[src/rtl/spi_regfile_pkg.sv]
// -----------------------------------------------------------------------------
// spi_regfile_pkg
// Shared types and helpers for the parallel-lane SPI register-file slave.
//   state_e  : frame FSM states (CMD is only a name; the command is consumed
//              on the IDLE edge, so CMD is never actually entered)
//   RW_BIT   : command-beat bit that selects read (1) or write (0)
//   INC_BIT  : command-beat bit that enables pointer auto-increment
//   is_ro    : tells whether a register address is read-only under a mask
// -----------------------------------------------------------------------------
package spi_regfile_pkg;

  typedef enum logic [2:0] {
    IDLE = 3'd0,
    CMD  = 3'd1,
    WR   = 3'd2,
    RD   = 3'd3,
    SYNC = 3'd4
  } state_e;

  // Widest read-only mask the is_ro helper accepts (256 registers).
  localparam int unsigned MASK_MAX   = 256;
  localparam int unsigned MASK_IDX_W = 8;

  function automatic int unsigned RW_BIT(input int unsigned busWidth);
    return busWidth - 1;
  endfunction

  function automatic int unsigned INC_BIT(input int unsigned busWidth);
    return busWidth - 2;
  endfunction

  function automatic logic is_ro(input int unsigned addr,
                                 input logic [MASK_MAX-1:0] mask);
    logic result;
    result = 1'b0;
    if (addr < MASK_MAX) begin
      result = mask[addr[MASK_IDX_W-1:0]];
    end
    return result;
  endfunction

endpackage

[src/rtl/spi_regfile_slave_if.sv]
// -----------------------------------------------------------------------------
// spi_regfile_slave_if
// Parallel-lane SPI bus between the host (master) and the register-file slave.
//   cs_n : frame select, active low
//   mosi : BUS_WIDTH-wide data from host
//   miso : BUS_WIDTH-wide data to host
// -----------------------------------------------------------------------------
interface spi_regfile_slave_if #(
  parameter int BUS_WIDTH = 8
);
  logic                 cs_n;
  logic [BUS_WIDTH-1:0] mosi;
  logic [BUS_WIDTH-1:0] miso;

  modport master (output cs_n, output mosi, input miso);
  modport slave  (input cs_n, input mosi, output miso);
endinterface

[src/rtl/spi_regfile_mem.sv]
// -----------------------------------------------------------------------------
// spi_regfile_mem
// Register array behind the SPI slave.
//   clk, rst : clock and synchronous active-high reset (clears all storage)
//   we       : write enable; the caller only asserts it for writable slots
//   waddr    : write address
//   wdata    : write data
//   raddr    : combinational read address
//   rdata    : read data at raddr (read-only slots return ro_in)
//   ro_in    : flat values for the read-only slots, slice i = register i
//   regs_q   : flat view of every register, read-only slots show ro_in
// -----------------------------------------------------------------------------
module spi_regfile_mem #(
  parameter int BUS_WIDTH  = 8,
  parameter int ADDR_WIDTH = 4,
  parameter logic [(2**ADDR_WIDTH)-1:0] RO_MASK = 'h0001
) (
  input  logic                                   clk,
  input  logic                                   rst,
  input  logic                                   we,
  input  logic [ADDR_WIDTH-1:0]                  waddr,
  input  logic [BUS_WIDTH-1:0]                   wdata,
  input  logic [ADDR_WIDTH-1:0]                  raddr,
  output logic [BUS_WIDTH-1:0]                   rdata,
  input  logic [(2**ADDR_WIDTH)*BUS_WIDTH-1:0]   ro_in,
  output logic [(2**ADDR_WIDTH)*BUS_WIDTH-1:0]   regs_q
);

  localparam int NUM_REGS = 2 ** ADDR_WIDTH;

  logic [BUS_WIDTH-1:0] mem_q [NUM_REGS];
  logic [BUS_WIDTH-1:0] view  [NUM_REGS];

  // Storage for the writable slots. Read-only slots are never written, so
  // their flops stay at zero and fall away in synthesis.
  always_ff @(posedge clk) begin
    if (rst) begin
      for (int i = 0; i < NUM_REGS; i++) begin
        mem_q[i] <= '0;
      end
    end else if (we) begin
      mem_q[waddr] <= wdata;
    end
  end

  // Substitute the fabric value for read-only slots so that both the host
  // read path and the flat fabric view see ro_in live.
  always_comb begin
    for (int i = 0; i < NUM_REGS; i++) begin
      view[i] = RO_MASK[i] ? ro_in[i*BUS_WIDTH +: BUS_WIDTH] : mem_q[i];
    end
  end

  // Flatten the register view and serve the read port.
  always_comb begin
    regs_q = '0;
    for (int i = 0; i < NUM_REGS; i++) begin
      regs_q[i*BUS_WIDTH +: BUS_WIDTH] = view[i];
    end
    rdata = view[raddr];
  end

endmodule

[src/rtl/spi_regfile_slave.sv]
// -----------------------------------------------------------------------------
// spi_regfile_slave
// Frame-based register-file slave on a parallel MOSI/MISO bus clocked by sclk.
// The first beat of a frame is a command {rw, inc, .., addr}; the remaining
// beats are burst data written to or read from the register file.
//   clk        : system clock, doubles as sclk
//   rst        : synchronous active-high reset
//   spi        : slave modport carrying cs_n, mosi and registered miso
//   ro_in      : values for the read-only registers, slice i = register i
//   regs_q     : flat view of the register file
//   wr_stb     : one-cycle pulse per accepted write
//   wr_addr    : address of that write
//   wr_data    : data of that write
//   busy       : high while a frame is in progress
//   frame_done : one-cycle pulse on the first cycle cs_n is high after a frame
// -----------------------------------------------------------------------------
module spi_regfile_slave
  import spi_regfile_pkg::*;
#(
  parameter int BUS_WIDTH  = 8,
  parameter int ADDR_WIDTH = 4,
  parameter logic [(2**ADDR_WIDTH)-1:0] RO_MASK = 'h0001
) (
  input  logic                                 clk,
  input  logic                                 rst,
  spi_regfile_slave_if.slave                   spi,
  input  logic [(2**ADDR_WIDTH)*BUS_WIDTH-1:0] ro_in,
  output logic [(2**ADDR_WIDTH)*BUS_WIDTH-1:0] regs_q,
  output logic                                 wr_stb,
  output logic [ADDR_WIDTH-1:0]                wr_addr,
  output logic [BUS_WIDTH-1:0]                 wr_data,
  output logic                                 busy,
  output logic                                 frame_done
);

  localparam int RwBit  = int'(RW_BIT(BUS_WIDTH));
  localparam int IncBit = int'(INC_BIT(BUS_WIDTH));

  if (ADDR_WIDTH < 1 || ADDR_WIDTH > BUS_WIDTH - 2) begin : gBadAddrWidth
    $error("spi_regfile_slave: ADDR_WIDTH must lie in 1..BUS_WIDTH-2");
  end
  if ((2 ** ADDR_WIDTH) > MASK_MAX) begin : gBadRegCount
    $error("spi_regfile_slave: register count exceeds the read-only mask helper");
  end

  state_e                state_q, state_d;
  logic [ADDR_WIDTH-1:0] ptr_q, ptr_d;
  logic                  inc_q, inc_d;
  logic [BUS_WIDTH-1:0]  miso_q, miso_d;
  logic                  wrStb_q, wrStb_d;
  logic [ADDR_WIDTH-1:0] wrAddr_q, wrAddr_d;
  logic [BUS_WIDTH-1:0]  wrData_q, wrData_d;
  logic                  busy_q, busy_d;
  logic                  frameDone_q, frameDone_d;

  logic                  memWe;
  logic [ADDR_WIDTH-1:0] rdAddr;
  logic [BUS_WIDTH-1:0]  rdData;
  logic [ADDR_WIDTH-1:0] cmdAddr;
  logic                  cmdRead;
  logic                  cmdInc;
  logic                  ptrIsRo;

  assign cmdAddr = spi.mosi[ADDR_WIDTH-1:0];
  assign cmdRead = spi.mosi[RwBit];
  assign cmdInc  = spi.mosi[IncBit];
  assign ptrIsRo = is_ro(32'(ptr_q), MASK_MAX'(RO_MASK));

  // On the command edge the read has to come from the address inside the
  // beat itself so that data appears one cycle after the command.
  assign rdAddr = (state_q == IDLE) ? cmdAddr : ptr_q;

  spi_regfile_mem #(
    .BUS_WIDTH (BUS_WIDTH),
    .ADDR_WIDTH(ADDR_WIDTH),
    .RO_MASK   (RO_MASK)
  ) uMem (
    .clk   (clk),
    .rst   (rst),
    .we    (memWe),
    .waddr (ptr_q),
    .wdata (spi.mosi),
    .raddr (rdAddr),
    .rdata (rdData),
    .ro_in (ro_in),
    .regs_q(regs_q)
  );

  // Frame sequencing: decode the command in IDLE, then stream burst beats
  // until cs_n rises. A reset that lands mid-frame parks us in SYNC until
  // the host closes that frame, so its leftover beats are never decoded.
  always_comb begin
    state_d     = state_q;
    ptr_d       = ptr_q;
    inc_d       = inc_q;
    miso_d      = miso_q;
    memWe       = 1'b0;
    wrStb_d     = 1'b0;
    wrAddr_d    = '0;
    wrData_d    = '0;
    frameDone_d = 1'b0;

    case (state_q)
      SYNC: begin
        if (spi.cs_n) begin
          state_d = IDLE;
        end
      end

      IDLE: begin
        if (!spi.cs_n) begin
          inc_d = cmdInc;
          if (cmdRead) begin
            state_d = RD;
            miso_d  = rdData;
            ptr_d   = cmdAddr + ADDR_WIDTH'(cmdInc);
          end else begin
            state_d = WR;
            ptr_d   = cmdAddr;
          end
        end
      end

      WR: begin
        if (spi.cs_n) begin
          state_d     = IDLE;
          miso_d      = '0;
          frameDone_d = 1'b1;
        end else begin
          if (!ptrIsRo) begin
            memWe    = 1'b1;
            wrStb_d  = 1'b1;
            wrAddr_d = ptr_q;
            wrData_d = spi.mosi;
          end
          ptr_d = ptr_q + ADDR_WIDTH'(inc_q);
        end
      end

      RD: begin
        if (spi.cs_n) begin
          state_d     = IDLE;
          miso_d      = '0;
          frameDone_d = 1'b1;
        end else begin
          miso_d = rdData;
          ptr_d  = ptr_q + ADDR_WIDTH'(inc_q);
        end
      end

      default: begin
        state_d = IDLE;
      end
    endcase

    busy_d = (state_d == WR) || (state_d == RD);
  end

  // State and output registers. Reset wins over any beat on the same edge.
  always_ff @(posedge clk) begin
    if (rst) begin
      state_q     <= spi.cs_n ? IDLE : SYNC;
      ptr_q       <= '0;
      inc_q       <= 1'b0;
      miso_q      <= '0;
      wrStb_q     <= 1'b0;
      wrAddr_q    <= '0;
      wrData_q    <= '0;
      busy_q      <= 1'b0;
      frameDone_q <= 1'b0;
    end else begin
      state_q     <= state_d;
      ptr_q       <= ptr_d;
      inc_q       <= inc_d;
      miso_q      <= miso_d;
      wrStb_q     <= wrStb_d;
      wrAddr_q    <= wrAddr_d;
      wrData_q    <= wrData_d;
      busy_q      <= busy_d;
      frameDone_q <= frameDone_d;
    end
  end

  assign spi.miso   = miso_q;
  assign wr_stb     = wrStb_q;
  assign wr_addr    = wrAddr_q;
  assign wr_data    = wrData_q;
  assign busy       = busy_q;
  assign frame_done = frameDone_q;

endmodule

[src/flat_wrapper.sv]
// flat-port wrapper written by rule: the top's interface ports become plain ports
module spi_regfile_slave_flat import spi_regfile_pkg::*;
#(
  parameter int BUS_WIDTH  = 8,
  parameter int ADDR_WIDTH = 4,
  parameter logic [(2**ADDR_WIDTH)-1:0] RO_MASK = 'h0001
)
  (clk, rst, ro_in, regs_q, wr_stb, wr_addr, wr_data, busy, frame_done, spi_cs_n, spi_mosi, spi_miso);
  spi_regfile_slave_if #(.BUS_WIDTH(BUS_WIDTH)) spi_i ();
  input  logic clk;
  input  logic rst;
  input  logic [(2**ADDR_WIDTH)*BUS_WIDTH-1:0] ro_in;
  output logic [(2**ADDR_WIDTH)*BUS_WIDTH-1:0] regs_q;
  output logic wr_stb;
  output logic [ADDR_WIDTH-1:0] wr_addr;
  output logic [BUS_WIDTH-1:0] wr_data;
  output logic busy;
  output logic frame_done;
  input wire logic [$bits(spi_i.cs_n)-1:0] spi_cs_n;
  input wire logic [$bits(spi_i.mosi)-1:0] spi_mosi;
  output wire logic [$bits(spi_i.miso)-1:0] spi_miso;
  assign spi_i.cs_n = spi_cs_n;
  assign spi_i.mosi = spi_mosi;
  assign spi_miso = spi_i.miso;
  spi_regfile_slave #(.BUS_WIDTH(BUS_WIDTH), .ADDR_WIDTH(ADDR_WIDTH), .RO_MASK(RO_MASK)) u_core (.clk(clk), .rst(rst), .spi(spi_i), .ro_in(ro_in), .regs_q(regs_q), .wr_stb(wr_stb), .wr_addr(wr_addr), .wr_data(wr_data), .busy(busy), .frame_done(frame_done));
endmodule
[config.mk]
export PLATFORM = sky130hd
export DESIGN_NAME = spi_regfile_slave_flat
export DESIGN_NICKNAME = d
export VERILOG_FILES = /design/src/rtl/spi_regfile_pkg.sv /design/src/rtl/spi_regfile_slave_if.sv /design/src/rtl/spi_regfile_mem.sv /design/src/rtl/spi_regfile_slave.sv /design/src/flat_wrapper.sv
export SDC_FILE = /design/constraint.sdc
export NUM_CORES = 1
export LEC_CHECK = 0
export BUFFER_PORTS_ARGS = -buffer_cell sky130_fd_sc_hd__buf_2
export CAP_MARGIN = 15
export CORE_UTILIZATION = 44
export CTS_BUF_LIST = sky130_fd_sc_hd__clkbuf_16
export DETAILED_ROUTE_END_ITERATION = 12
export GPL_ROUTABILITY_DRIVEN = 0
export PLACE_DENSITY = 0.75
export SLEW_MARGIN = 10
export SYNTH_ARGS = -nofsm -noshare
export SYNTH_HDL_FRONTEND = slang
export SYNTH_HIERARCHICAL = 1
export SYNTH_SLANG_ARGS = --single-unit
[constraint.sdc]
create_clock -name clk -period 2.45 [get_ports clk]
set_clock_uncertainty 0.1 [all_clocks]
set_input_delay 0 -clock clk [delete_from_list [all_inputs] [get_ports clk]]
set_output_delay 0 -clock clk [all_outputs]
set_load 0.05 [all_outputs]
# --- Word-level counts from Yosys, hierarchy flattened ---
# Memories as Yosys holds them, arrays and structs flattened. A register that Yosys moved wholly into a read port is not among the register bits.
# Index checks and enable logic that the tools add are counted.
word_totals:
  ff_bits: 31
  ramBits: 128
  mem_bits_ro: 16
  output_inout_bits: 151
  wordCells: 74
  mem_count: 2
classes:
  addsub: 2
  order_cmp: 2
  n_eq_ne: 9
  muxes: 34
  bitwise: 4
  reduce_logical: 12
mem_list:
  columns: ["name", "words", "word_bits", "read_ports", "rd_ports_with_merged_regs", "wr", "line", "rtl"]
  rows:
  - ["u_core.uMem.mem_q", 16, 8, 15, 0, 16, "spi_regfile_mem.sv:31", "logic [BUS_WIDTH-1:0] mem_q [NUM_REGS];"]
  - ["(no name shown)", 16, 1, 1, 1, 0, "spi_regfile_pkg.sv:37", "result = mask[addr[MASK_IDX_W-1:0]];"]
op_table:
  columns: ["cell", "n"]
  rows:
  - ["$mux 8", 7]
  - ["$bmux 8 s4", 1]
  - ["$mux 4", 7]
  - ["$pmux 8 s3", 1]
  - ["$eq 3x2->1 const B", 4]
  - ["$mux 1", 12]
  - ["$mux 3", 4]
  - ["$lt 4x9->1 const B", 1]
  - ["$add 4x1->4", 2]
  - ["$ne 2x2->1 const B", 4]
  - ["$pmux 4 s2", 1]
  - ["$reduce_or 8->1", 1]
  - ["$pmux 3 s2", 1]
  - ["$ge 5x5->1 const B", 1]
  - ["$not 4->5", 1]
  - ["$reduce_and 4->1", 1]
  - ["$reduce_or 2->1", 2]
  - ["$reduce_or 4->1", 1]
  - ["$eq 3x3->1 const B", 1]
  - ["$logic_not 3->1", 1]
  - ["$not 1->1", 3]
  - ["$reduce_and 3->1", 1]
  - ["$reduce_bool 3->1", 1]
  - ["$reduce_or 3->1", 1]
  - ["3 further kinds", 3]

# --- Longest topological paths before layout ---
# Gate-level depths: netlist (run 1).
logic_depth:
  word_depth: 10
  mapped_depth: 10
  depth_no_buf: 7

# --- Modules after synthesis ---
# Netlist (run 1), hierarchy kept.
modules_own_cells:
  columns: ["module", "n_inst", "cells_per_inst", "area_per_inst_um2", "seq_area_each_um2"]
  rows:
  - ["spi_regfile_mem", 1, 364, 5700.5, 3603.5]
  - ["spi_regfile_slave", 1, 139, 1336.3, 640.6]

# --- Worst setup path after synthesis (run 1) ---
# OpenSTA, ideal clock, no wires.
synth_timing:
  kind: "register to register"
  startpoint: "register u_core.state_q[1]"
  endpoint: "register u_core.miso_q[1], in the netlist u_core/spi.miso[1]"
  setup_ps: 132
  arrival_ps: 2275
  path_slack_ps: -58
  stages_incl_launch_ff: 11
  n_path_buf: 3
  synth_period_minus_slack_ps: 2508
  path_cell_list: "dfxtp_1 buf_2 nor3_1 mux2_2 buf_6 buf_6 mux4_1 a22oi_1 nand2_1 nand3_1 a21oi_1"
synth_between:
  elab_chain_len: 9
  word_cells_on_any_way: 17
  cone_classes: "eq/ne (5); mux (8); bitwise (1); reduce/logical (3)"
synth_lines:
  columns: ["element", "line", "rtl"]
  rows:
  - ["start: declaration", "spi_regfile_slave.sv:46", "state_e state_q, state_d;"]
  - ["start signal: assignment", "spi_regfile_slave.sv:162", "state_q <= spi.cs_n ? IDLE : SYNC;"]
  - ["start signal: assignment", "spi_regfile_slave.sv:172", "state_q <= state_d;"]
  - ["$logic_not 3->1 (*)", "spi_regfile_slave.sv:71", "assign rdAddr = (state_q == IDLE) ? cmdAddr : ptr_q;"]
  - ["$mux 4 (*)", "spi_regfile_slave.sv:71", null]
  - ["named net u_core.rdAddr[0]", "spi_regfile_slave.sv:57", "logic [ADDR_WIDTH-1:0] rdAddr;"]
  - ["$not 4->5 (not written as such) (*)", "spi_regfile_mem.sv:60", "rdata = view[raddr];"]
  - ["$bmux 8 s4 (*)", "spi_regfile_mem.sv:60", null]
  - ["$mux 8 (not written as such) (*) (2 in a row)", "spi_regfile_mem.sv:60", null]
  - ["named net u_core.rdData[1]", "spi_regfile_slave.sv:58", "logic [BUS_WIDTH-1:0] rdData;"]
  - ["$mux 8", "spi_regfile_slave.sv:113", "if (cmdRead) begin"]
  - ["$mux 8", "spi_regfile_slave.sv:111", "if (!spi.cs_n) begin"]
  - ["$pmux 8 s3 (*)", "spi_regfile_slave.sv:103", "case (state_q)"]
  - ["end signal: assignment", "spi_regfile_slave.sv:175", "miso_q <= miso_d;"]
  - ["end: declaration", "spi_regfile_slave.sv:49", "logic [BUS_WIDTH-1:0] miso_q, miso_d;"]
# The timed path passes the listed nets; every way through them passes the cells marked *. The select of a mux whose other input is x is not followed.
# A chain may end at the register's enable or synchronous reset.

# --- Final worst setup path (run 1) ---
layout_timing:
  startpoint: "register u_core.state_q[2]"
  endpoint: "register u_core.miso_q[3], in the netlist u_core/spi.miso[3]"
# The elaborated chain is that of the path after synthesis.

==> qor.txt, run 1 <==
vias in the first global route - 4804
Yosys cell types - 47
largest net degree at the start of global routing - 41
Core Region - 15430 µm²
Slowest cell on crit path - mux2_2
Pwr Density - 729.5 nW/µm²
Max Transition Viols Final - 0
H-tree depth - 4
Hold Path End - u_core/wr_data[3]
outcome - complete, no violations
first-pass GRT wire length - 28460 µm
CP Data Arrival Time - 2610 ps
IO buf count - 169
min Tclk post-route - 2439 ps
max-cap violations - 0
post-place setup slack - -4.253 ps
IO Count - 290
Clock Sinks - 152
Die Y-Extent - 128.5 µm
post-synthesis adder-cell area fraction - 0.7112%
measured slew at the worst slew-check pin - 807.7 ps
Mapped Nets - 646
Pleak - 3.823 nW
initial antenna violation count - 0
critical path data required time - 2620 ps
CP Buf/Inv Count - 2
syn_area_per_cell - 13.99 µm²
CTS tree - built
Initial DRT Pass Iterations - 5
routed vias - 4978
number of synthesized flops with an enable pin - 120
die width - 128.5 µm
Worst path top cell family by delay - multiplexers
Yosys reg bits - 152
final cell count without fillers - 917
Crit Path Class - flip-flop to flip-flop
Synth Area in XOR/XNOR - 0.2489%
hold_sp - spi_mosi[3]
die area - 16500 µm²
antenna cells - 0
sequential area share after synthesis - 60.31%
DRT iter0 DRCs - 346
FMAX - 0.4101 GHz
WL/cell - 21.19 µm
setup ws final - 11.30 ps
RSZ-0062 raised after global routing - true
Post-Syn Instances - 503
CTS Root Cell - clkbuf_16
nets - 836
worst-path fanout max - 28
Hold WC Path Type - input port to flip-flop
post-detail-place hpwl - 14080 µm
CTS Buffer Depth - 2
asr flop ratio synth - 0%
Initial Util - 45.61%
worst path cell trace - nor3_2 -> buf_4 -> mux2_2 -> buf_12 -> mux4_1 -> a22oi_2 -> nand2_1 -> nand3_1 -> a21oi_1
Finished Core Util - 57.45%
Hold Path Depth - 3
Critical R2R Launch - u_core/state_q[2]
synthesized area - 7037 µm²
floorplan row count - 45
FF-to-FF path depth - 9
yosys warns - 6
placed insts - 880
Total Wirelength - 19440 µm
clock latency on the worst-skew pair - 420 ps
Slew Limit Headroom - 45.79%
Final Setup Violations - 0
# DRC - 0
layout cells sized above 1 - 39.66%
Layout area overhead - 25.94%
Synth Flop Type - edfxtp_1
post-synthesis compound-gate area fraction - 3.770%
Via density - 5.429
crit share post-route - 99.54%
Synth Area in Simple Gates - 19.31%
CP startpoint kind - flip-flop
mux cell area share after synthesis - 12.06%
ANT nets after route - 0
Max VDD drop - 0.4314 mV
total grt overflow - 0
global-route usage over all layers - 24.05%
Reg clk slew, reported paths - 70 ps
crit end category - flip-flop
Tot Pwr - 0.006465 W
CP peak stage delay - 370 ps
largest family of logic cells by synthesized area - simple AND/OR/NAND/NOR gates
Final Hold Fails - 0
Filler Cell Count - 1291
R2R Setup Slk - 10 ps
reg2reg end - u_core/spi.miso[3]
CTS Buf Count - 17
how the worst max path moves through the flow:
stage                                  from                       to  slack [ps]  cells past startpoint
after floorplan           u_core/state_q[2]  u_core/uMem/mem_q[3][0]          60                      7
after global placement    u_core/state_q[1]       u_core/spi.miso[3]          10                      8
after detailed placement  u_core/state_q[1]       u_core/spi.miso[3]          -4                      9
after CTS                 u_core/state_q[1]       u_core/spi.miso[7]           2                      9
after global routing      u_core/state_q[2]       u_core/spi.miso[0]         -60                      8
final                     u_core/state_q[2]       u_core/spi.miso[3]          10                      9
tightest hold or removal path: cells and delay by family:
kind          cells  cell delay, ps
buf+inv           2             330
simple gates      1             160
area by class of cell:
type / instances / area (µm²) / share of cell area [%]
Clock buffer: 19 / 475.5 / 5.365
Multi-Input combinational cell: 312 / 2570 / 29.00
Inverter: 2 / 7.507 / 0.08471
Tap cell: 211 / 264.0 / 2.979
Sequential cell: 152 / 4244 / 47.89
Timing Repair Buffer: 208 / 1201 / 13.55
Clock inverter: 13 / 100.1 / 1.129
where the power goes:
part,total (W),switching [W],internal [W]
sequential,0.00292,0.0000564,0.00287
clock,0.00252,0.00102,0.00150
combinational,0.00102,0.000691,0.000330
cell usage in the layout (no fill, tap or decap), types with 8 or more instances in the layout:
cell	netlist	layout
nand3_1	8	8
edfxtp_1	120	120
and3_1	15	15
mux4_2	18	19
nand2_1	14	14
clkbuf_16	0	19
a21oi_1	11	11
nor2_1	21	21
or2_2	15	15
and2_1	122	122
a22oi_1	16	11
dfxtp_1	32	32
nand2b_1	11	11
mux4_1	14	13
buf_2	6	169
buf_4	9	30
kinds of logic after synthesis:
kind of cell | after synthesis
compound gates | 38
xor+xnor | 2
fa+ha+maj | 4
buf+inv | 39
flops | 152
mux | 39
simple gates | 229
repair_timing:
| action | in CTS | in global routing |
|---|---|---|
| buffers inserted | 0 | 0 |
| setup endpoints to repair | 2 | 7 |
| pin swaps | 0 | 1 |
| resized for setup | 2 | 5 |
| hold buffers | 5 | 0 |
| hold endpoints to repair | 13 | 0 |
cells in the mapped netlist (3+ instances only):
| master | count | area share, % |
|---|---|---|
| nor3_1 | 4 | 0.28 |
| nand2b_1 | 11 | 0.98 |
| nor2b_1 | 3 | 0.27 |
| a21oi_1 | 11 | 0.78 |
| clkdlybuf4s25_2 | 3 | 0.43 |
| buf_4 | 9 | 0.96 |
| nand2_1 | 14 | 0.75 |
| clkbuf_1 | 11 | 0.59 |
| dfxtp_1 | 32 | 9.1 |
| or2_2 | 15 | 1.3 |
| edfxtp_1 | 120 | 51 |
| mux4_2 | 18 | 5.8 |
| buf_6 | 6 | 0.96 |
| nand3_1 | 8 | 0.57 |
| buf_2 | 6 | 0.43 |
| and2_1 | 122 | 11 |
| a22oi_1 | 16 | 1.7 |
| and3_1 | 15 | 1.3 |
| mux4_1 | 14 | 5.2 |
| ha_1 | 4 | 0.71 |
| nor2_1 | 21 | 1.1 |
| nor2_2 | 3 | 0.27 |
| mux2i_1 | 3 | 0.43 |
| mux2_2 | 4 | 0.64 |
through the flow:
step           area (µm²)  TNS, ps  hold WS [ps]
2_1_floorplan        7042        0         45.92
3_3_place_gp         8212        0         170.0
3_5_place_dp         8212   -4.253         185.2
4_1_cts              8846        0        0.8702
5_1_grt              8862   -173.2         16.11
6_report             8862        0         15.96
metal layers:
layer / wire [µm] / track usage (%) / part of all wire, % / up-vias
met3: 1529 / 5.821 / 7.9 / 23
met5: 0 / 0 / 0 / -
met4: 274 / 8.443 / 1.4 / 0
met2: 9759 / 40.41 / 50 / 251
li1: - / - / - / 2233
met1: 7872 / 30.44 / 41 / 2471
flip-flops by register name (all words and copies together), names as in the netlist:
signal	flops
u_core/wr_addr	4
u_core/inc_q	1
u_core/busy	1
u_core/spi.miso	8
u_core/wr_data	8
u_core/ptr_q	4
u_core/state_q	3
u_core/wr_stb	1
u_core/frame_done	1
u_core/ptrIsRo	1
u_core/uMem/mem_q	120
No activity file was read; power rests on OpenSTA's default activity.
==> run 2: changes to the inputs <==
--- a/config.mk
+++ b/config.mk
@@ -5,13 +5,13 @@
 export SDC_FILE = /design/constraint.sdc
 export NUM_CORES = 1
 export LEC_CHECK = 0
-export BUFFER_PORTS_ARGS = -buffer_cell sky130_fd_sc_hd__buf_2
 export CAP_MARGIN = 15
-export CORE_UTILIZATION = 44
+export CORE_UTILIZATION = 57
 export CTS_BUF_LIST = sky130_fd_sc_hd__clkbuf_16
 export DETAILED_ROUTE_END_ITERATION = 12
+export DONT_BUFFER_PORTS = 1
 export GPL_ROUTABILITY_DRIVEN = 0
-export PLACE_DENSITY = 0.75
+export PLACE_DENSITY = 0.73
 export SLEW_MARGIN = 10
 export SYNTH_ARGS = -nofsm -noshare
 export SYNTH_HDL_FRONTEND = slang
==> run 2 against run 1 <==
  * Clock power up 2%
  * Non-clock buffer count down 38
  * Setup slack better by 16 ps
==> qor.txt, run 2 (same netlist as run 1, synthesis figures left out) <==
Slew Limit Headroom - 39.81% (was 45.79%)
Post-Layout Inst Area - 8997 µm² (was 8862 µm²)
die area - 12790 µm² (was 16500 µm²)
CP peak stage delay - 390 ps (was 370 ps)
routed wl met2 - 9638 µm (was 9759 µm)
crit share post-route - 98.89% (was 99.54%)
total grt overflow - 0 (unchanged)
crit end category - flip-flop (unchanged)
first-pass GRT wire length - 28860 µm (was 28460 µm)
vias in the first global route - 4952 (was 4804)
Pleak - 3.714 nW (was 3.823 nW)
Initial Util - 58.58% (was 45.61%)
layout cells sized above 1 - 34.28% (was 39.66%)
Core Region - 12010 µm² (was 15430 µm²)
routed vias - 4997 (was 4978)
Max VDD drop - 0.4633 mV (was 0.4314 mV)
Final Hold Fails - 0 (unchanged)
max reg flops - 120 (unchanged)
die width - 113.1 µm (was 128.5 µm)
Fin Hold WS - 17.78 ps (was 15.96 ps)
critical path data required time - 2650 ps (was 2620 ps)
most common cell after layout, fill and taps aside - buf_4 (was buf_2)
placed insts - 760 (was 880)
Placed Area - 8122 µm² (was 8212 µm²)
H-tree depth - 4 (unchanged)
CP startpoint kind - flip-flop (unchanged)
post-place setup slack - 10.42 ps (was -4.253 ps)
Largest Register - u_core/uMem/mem_q (unchanged)
CTS Buf Count - 17 (unchanged)
setup ws final - 27.12 ps (was 11.30 ps)
most frequent cells in the layout - 144 x buf_4, 122 x and2_1, 120 x edfxtp_1 (was 169 x buf_2, 122 x and2_1, 120 x edfxtp_1)
Die Y-Extent - 113.1 µm (was 128.5 µm)
Slowest cell on crit path - mux2_2 (unchanged)
# DRC - 0 (unchanged)
DRT iter0 DRCs - 583 (was 346)
CTS Buffer Depth - 2 (unchanged)
FMAX - 0.4127 GHz (was 0.4101 GHz)
Pwr Density - 729.3 nW/µm² (was 729.5 nW/µm²)
min Tclk post-route - 2423 ps (was 2439 ps)
WL/cell - 23.91 µm (was 21.19 µm)
highest metal used - met4 (unchanged)
ANT nets after route - 0 (unchanged)
post-detail-place hpwl - 13100 µm (was 14080 µm)
Via density - 6.131 (was 5.429)
worst-path fanout max - 14 (was 28)
Metal-1 WL - 7163 µm (was 7872 µm)
RSZ-0062 raised after global routing - true (unchanged)
IO buf count - 0 (was 169)
setup TNS - 0 ps (unchanged)
Reg clk slew, reported paths - 60 ps (was 70 ps)
CP Data Arrival Time - 2620 ps (was 2610 ps)
largest net degree at the start of global routing - 36 (was 41)
max-cap violations - 0 (unchanged)
CTS Root Cell - clkbuf_16 (unchanged)
measured slew at the worst slew-check pin - 902.8 ps (was 807.7 ps)
Layout area overhead - 27.86% (was 25.94%)
Final Setup Violations - 0 (unchanged)
Max Transition Viols Final - 0 (unchanged)
nets - 798 (was 836)
met3 WL - 1945 µm (was 1529 µm)
clock latency on the worst-skew pair - 420 ps (about the same)
floorplan row count - 40 (was 45)
global-route usage over all layers - 31.47% (was 24.05%)
IO Count - 290 (unchanged)
worst path cell trace - nor3_2 -> buf_4 -> mux2_2 -> buf_12 -> mux4_2 -> a22oi_1 -> nand2_1 -> nand3_1 -> a21oi_1 (was nor3_2 -> buf_4 -> mux2_2 -> buf_12 -> mux4_1 -> a22oi_2 -> nand2_1 -> nand3_1 -> a21oi_1)
Initial DRT Pass Iterations - 5 (unchanged)
final cell count without fillers - 815 (was 917)
Total Wirelength - 19490 µm (was 19440 µm)
CTS tree - built (unchanged)
initial antenna violation count - 0 (unchanged)
antenna cells - 0 (unchanged)
Clock Sinks - 152 (unchanged)
outcome - complete, no violations (unchanged)
Crit Path Class - flip-flop to flip-flop (unchanged)
Hold WC Path Type - input port to flip-flop (unchanged)
## run 2: cell types whose count changed in the layout (fill, tap and decap cells not counted), sizes merged
| cell | change |
|---|---|
| dlygate4sd3 | +14 |
| dlymetal6s4s | +2 |
| inv | -2 |
| buf | -54 |
| clkbuf | +2 |
## run 2: area by class of cell
class | instances | area [µm²]
clock inverter | 11 | 72.57
fill | 736 | 3014
inverter | 2 | 7.507
tap | 147 | 183.9
clock buffer | 21 | 525.5
timing repair buffer | 170 | 1391
sequential | 152 | 4244
multi-input combinational | 312 | 2572
## run 2: what timing repair did
item,in CTS,in global routing
endpoints found under the hold margin,280,0
setup endpoints to repair,0,8
hold buffers,22,0
resized for setup,0,18
buffers inserted,0,1
## run 2: worst max-delay path, delay by kind of cell, from the launching register on
kind	cells	cell delay (ps)
buffers and inverters	2	320
and+or+nand+nor	3	420
AOI/OAI and AO/OA	2	450
DFF	1	330
muxes	2	680
## run 2: power by group
| group | internal [W] | switching, W | leakage (nW) | total [W] |
|---|---|---|---|---|
| sequential | 0.00287 | 0.000110 | 1.50 | 0.00298 |
| clock | 0.00161 | 0.000967 | 0.297 | 0.00258 |
| combinational | 0.000369 | 0.000640 | 1.92 | 0.00101 |
| total | 0.00485 | 0.00172 | 3.71 | 0.00656 |
## run 2: metal layers
layer	up-vias	track usage [%]
met5	-	0
met2	326	52.88
li1	2159	-
met4	0	13.16
met1	2455	38.32
met3	57	9.052
## run 2: final timing paths
check,startpoint,endpoint,slack (ps),depth (start not counted)
setup / recovery,u_core/state_q[2],u_core/spi.miso[6],30,9
hold / removal,spi_cs_n,u_core/spi.miso[2],20,5
setup reg to reg,u_core/state_q[2],u_core/spi.miso[6],30,9
hold reg to reg,u_core/inc_q,u_core/inc_q,420,2
## run 2: metrics by stage
step	util, %	total power (W)
floorplan	-	0.003684
global route	74.91	0.006737
global placement	67.61	0.003865
finish	74.91	0.006562
CTS	74.51	0.006521
detailed placement	67.61	0.003883
==> run 3: changes to the inputs <==
--- a/config.mk
+++ b/config.mk
@@ -11,6 +11,7 @@
 export DETAILED_ROUTE_END_ITERATION = 12
 export DONT_BUFFER_PORTS = 1
 export GPL_ROUTABILITY_DRIVEN = 0
+export MAX_ROUTING_LAYER = met4
 export PLACE_DENSITY = 0.73
 export SLEW_MARGIN = 10
 export SYNTH_ARGS = -nofsm -noshare
==> run 3 against run 2 <==
  * Via count is 0.82% lower
  * Count of clock-buffer cells in the layout stayed put
  * Sequential share of layout area stayed put
  * Fmax is 1.2% higher
  * Core utilization stayed put
  * Routed wire length is 0.23% higher
  * Critical path type unchanged
  * Power hardly changed
  * Global-route usage is 1.0 points higher
  * Non-clock buffer count stayed put
  * First-iteration DRC count is 8.2% lower
==> qor.txt, run 3 (same netlist as run 1, synthesis figures left out) <==
H-tree depth - 4 (unchanged)
antenna cells - 0 (unchanged)
hold_sp - spi_cs_n (unchanged)
outcome - complete, no violations (unchanged)
global-route usage over all layers - 32.46% (was 31.47%)
Total Wirelength - 19530 µm (was 19490 µm)
nets - 798 (unchanged)
vias in the first global route - 4938 (was 4952)
Initial DRT Pass Iterations - 5 (unchanged)
CTS Root Cell - clkbuf_16 (unchanged)
R2R Setup Slk - 60 ps (was 30 ps)
CP peak stage delay - 390 ps (about the same)
Layout area overhead - 27.86% (unchanged)
Critical R2R Launch - u_core/state_q[2] (unchanged)
Tot Pwr - 0.006556 W (was 0.006562 W)
clock latency on the worst-skew pair - 410 ps (was 420 ps)
ANT nets after route - 0 (unchanged)
IO Count - 290 (unchanged)
reg2reg end - u_core/spi.miso[6] (unchanged)
Reg clk slew, reported paths - 60 ps (about the same)
die width - 113.1 µm (unchanged)
post-detail-place hpwl - 13100 µm (unchanged)
worst path cell trace - nor3_2 -> buf_4 -> mux2_2 -> buf_12 -> mux4_2 -> a22oi_1 -> nand2_1 -> nand3_1 -> a21oi_1 (unchanged)
floorplan row count - 40 (unchanged)
Filler Cell Count - 736 (unchanged)
IO buf count - 0 (unchanged)
Fin Hold WS - 17.51 ps (was 17.78 ps)
Final Setup Violations - 0 (unchanged)
FF-to-FF path depth - 9 (unchanged)
largest net degree at the start of global routing - 36 (unchanged)
CTS Buf Count - 17 (unchanged)
Pwr Density - 728.6 nW/µm² (was 729.3 nW/µm²)
Hold WC Path Type - input port to flip-flop (unchanged)
crit share post-route - 97.69% (was 98.89%)
# DRC - 0 (unchanged)
critical path data required time - 2650 ps (about the same)
layout cells sized above 1 - 34.28% (unchanged)
Hold Path End - u_core/spi.miso[1] (was u_core/spi.miso[2])
FMAX - 0.4178 GHz (was 0.4127 GHz)
CTS Buffer Depth - 2 (unchanged)
final cell count without fillers - 815 (unchanged)
die area - 12790 µm² (unchanged)
worst-path fanout max - 14 (unchanged)
Slowest cell on crit path - mux2_2 (unchanged)
routed vias - 4956 (was 4997)
Worst path top cell family by delay - multiplexers (unchanged)
CP Data Arrival Time - 2590 ps (was 2620 ps)
Via density - 6.081 (was 6.131)
measured slew at the worst slew-check pin - 919.3 ps (was 902.8 ps)
RSZ-0062 raised after global routing - true (unchanged)
CP startpoint kind - flip-flop (unchanged)
Largest Register - u_core/uMem/mem_q (unchanged)
max-cap violations - 0 (unchanged)
min Tclk post-route - 2393 ps (was 2423 ps)
Max VDD drop - 0.4617 mV (was 0.4633 mV)
CTS tree - built (unchanged)
Die Y-Extent - 113.1 µm (unchanged)
Hold Path Depth - 5 (unchanged)
total grt overflow - 0 (unchanged)
Slew Limit Headroom - 38.71% (was 39.81%)
Clock Sinks - 152 (unchanged)
Final Hold Fails - 0 (unchanged)
max reg flops - 120 (unchanged)
WL/cell - 23.97 µm (was 23.91 µm)
Initial Util - 58.58% (unchanged)
first-pass GRT wire length - 28830 µm (was 28860 µm)
initial antenna violation count - 0 (unchanged)
Crit Path Class - flip-flop to flip-flop (unchanged)
Pleak - 3.714 nW (unchanged)
most common cell after layout, fill and taps aside - buf_4 (unchanged)
most frequent cells in the layout - 144 x buf_4, 122 x and2_1, 120 x edfxtp_1 (unchanged)
Max Transition Viols Final - 0 (unchanged)
CP Buf/Inv Count - 2 (unchanged)
DRT iter0 DRCs - 535 (was 583)
crit end category - flip-flop (unchanged)
Core Region - 12010 µm² (unchanged)
placed insts - 760 (unchanged)
run 3: worst min-delay path, stage by stage:
cell and delay, ps:
or4b_1 100, a21oi_2 50, buf_4 180, nand3_1 90, a21oi_1 60
run 3: through the flow:
stage	setup WS (ps)	util [%]	cell area (µm²)	setup TNS, ps
final	56.60	74.91	8997	0
after floorplan	58.34	-	7042	0
after global placement	75.73	67.61	8122	0
after detailed placement	10.42	67.61	8122	0
after CTS	10.50	74.51	8950	0
after global routing	-7.655	74.91	8997	-14.04
run 3: final cells by class:
class | count | area [µm²] | area share, %
sequential | 152 | 4244 | 47.17
multi-input combinational | 312 | 2572 | 28.59
timing repair buffer | 170 | 1391 | 15.46
clock buffer | 21 | 525.5 | 5.841
tap | 147 | 183.9 | 2.044
clock inverter | 11 | 72.57 | 0.8066
inverter | 2 | 7.507 | 0.08344
run 3: metal layers:
layer | up-vias | track usage [%] | wire [µm]
met2 | 319 | 52.84 | 9695
met4 | 0 | 13.42 | 676
met5 | - | - | 0
met3 | 47 | 8.623 | 1734
li1 | 2155 | - | -
met1 | 2435 | 38.58 | 7426
run 3: worst max-delay path by stage:
stage,cells past startpoint,startpoint,endpoint
2_1_floorplan,7,u_core/state_q[2],u_core/uMem/mem_q[3][0]
3_3_place_gp,8,u_core/state_q[1],u_core/spi.miso[4]
3_5_place_dp,8,u_core/state_q[1],u_core/spi.miso[4]
4_1_cts,8,u_core/state_q[1],u_core/spi.miso[4]
5_1_grt,9,u_core/state_q[2],u_core/spi.miso[5]
6_report,9,u_core/state_q[2],u_core/spi.miso[6]
run 3: timing repair:
action | in CTS | in global routing
buffers inserted | 0 | 1
hold buffers | 22 | 0
resized for setup | 0 | 18
endpoints found under the hold margin | 280 | 0
endpoints found under the setup margin | 0 | 8
run 3: power breakdown:
part	leakage (nW)	internal [W]	switching (W)
logic	1.92	0.000369	0.000641
registers	1.50	0.00287	0.000110
clock network	0.297	0.00161	0.000959
total	3.71	0.00485	0.00171
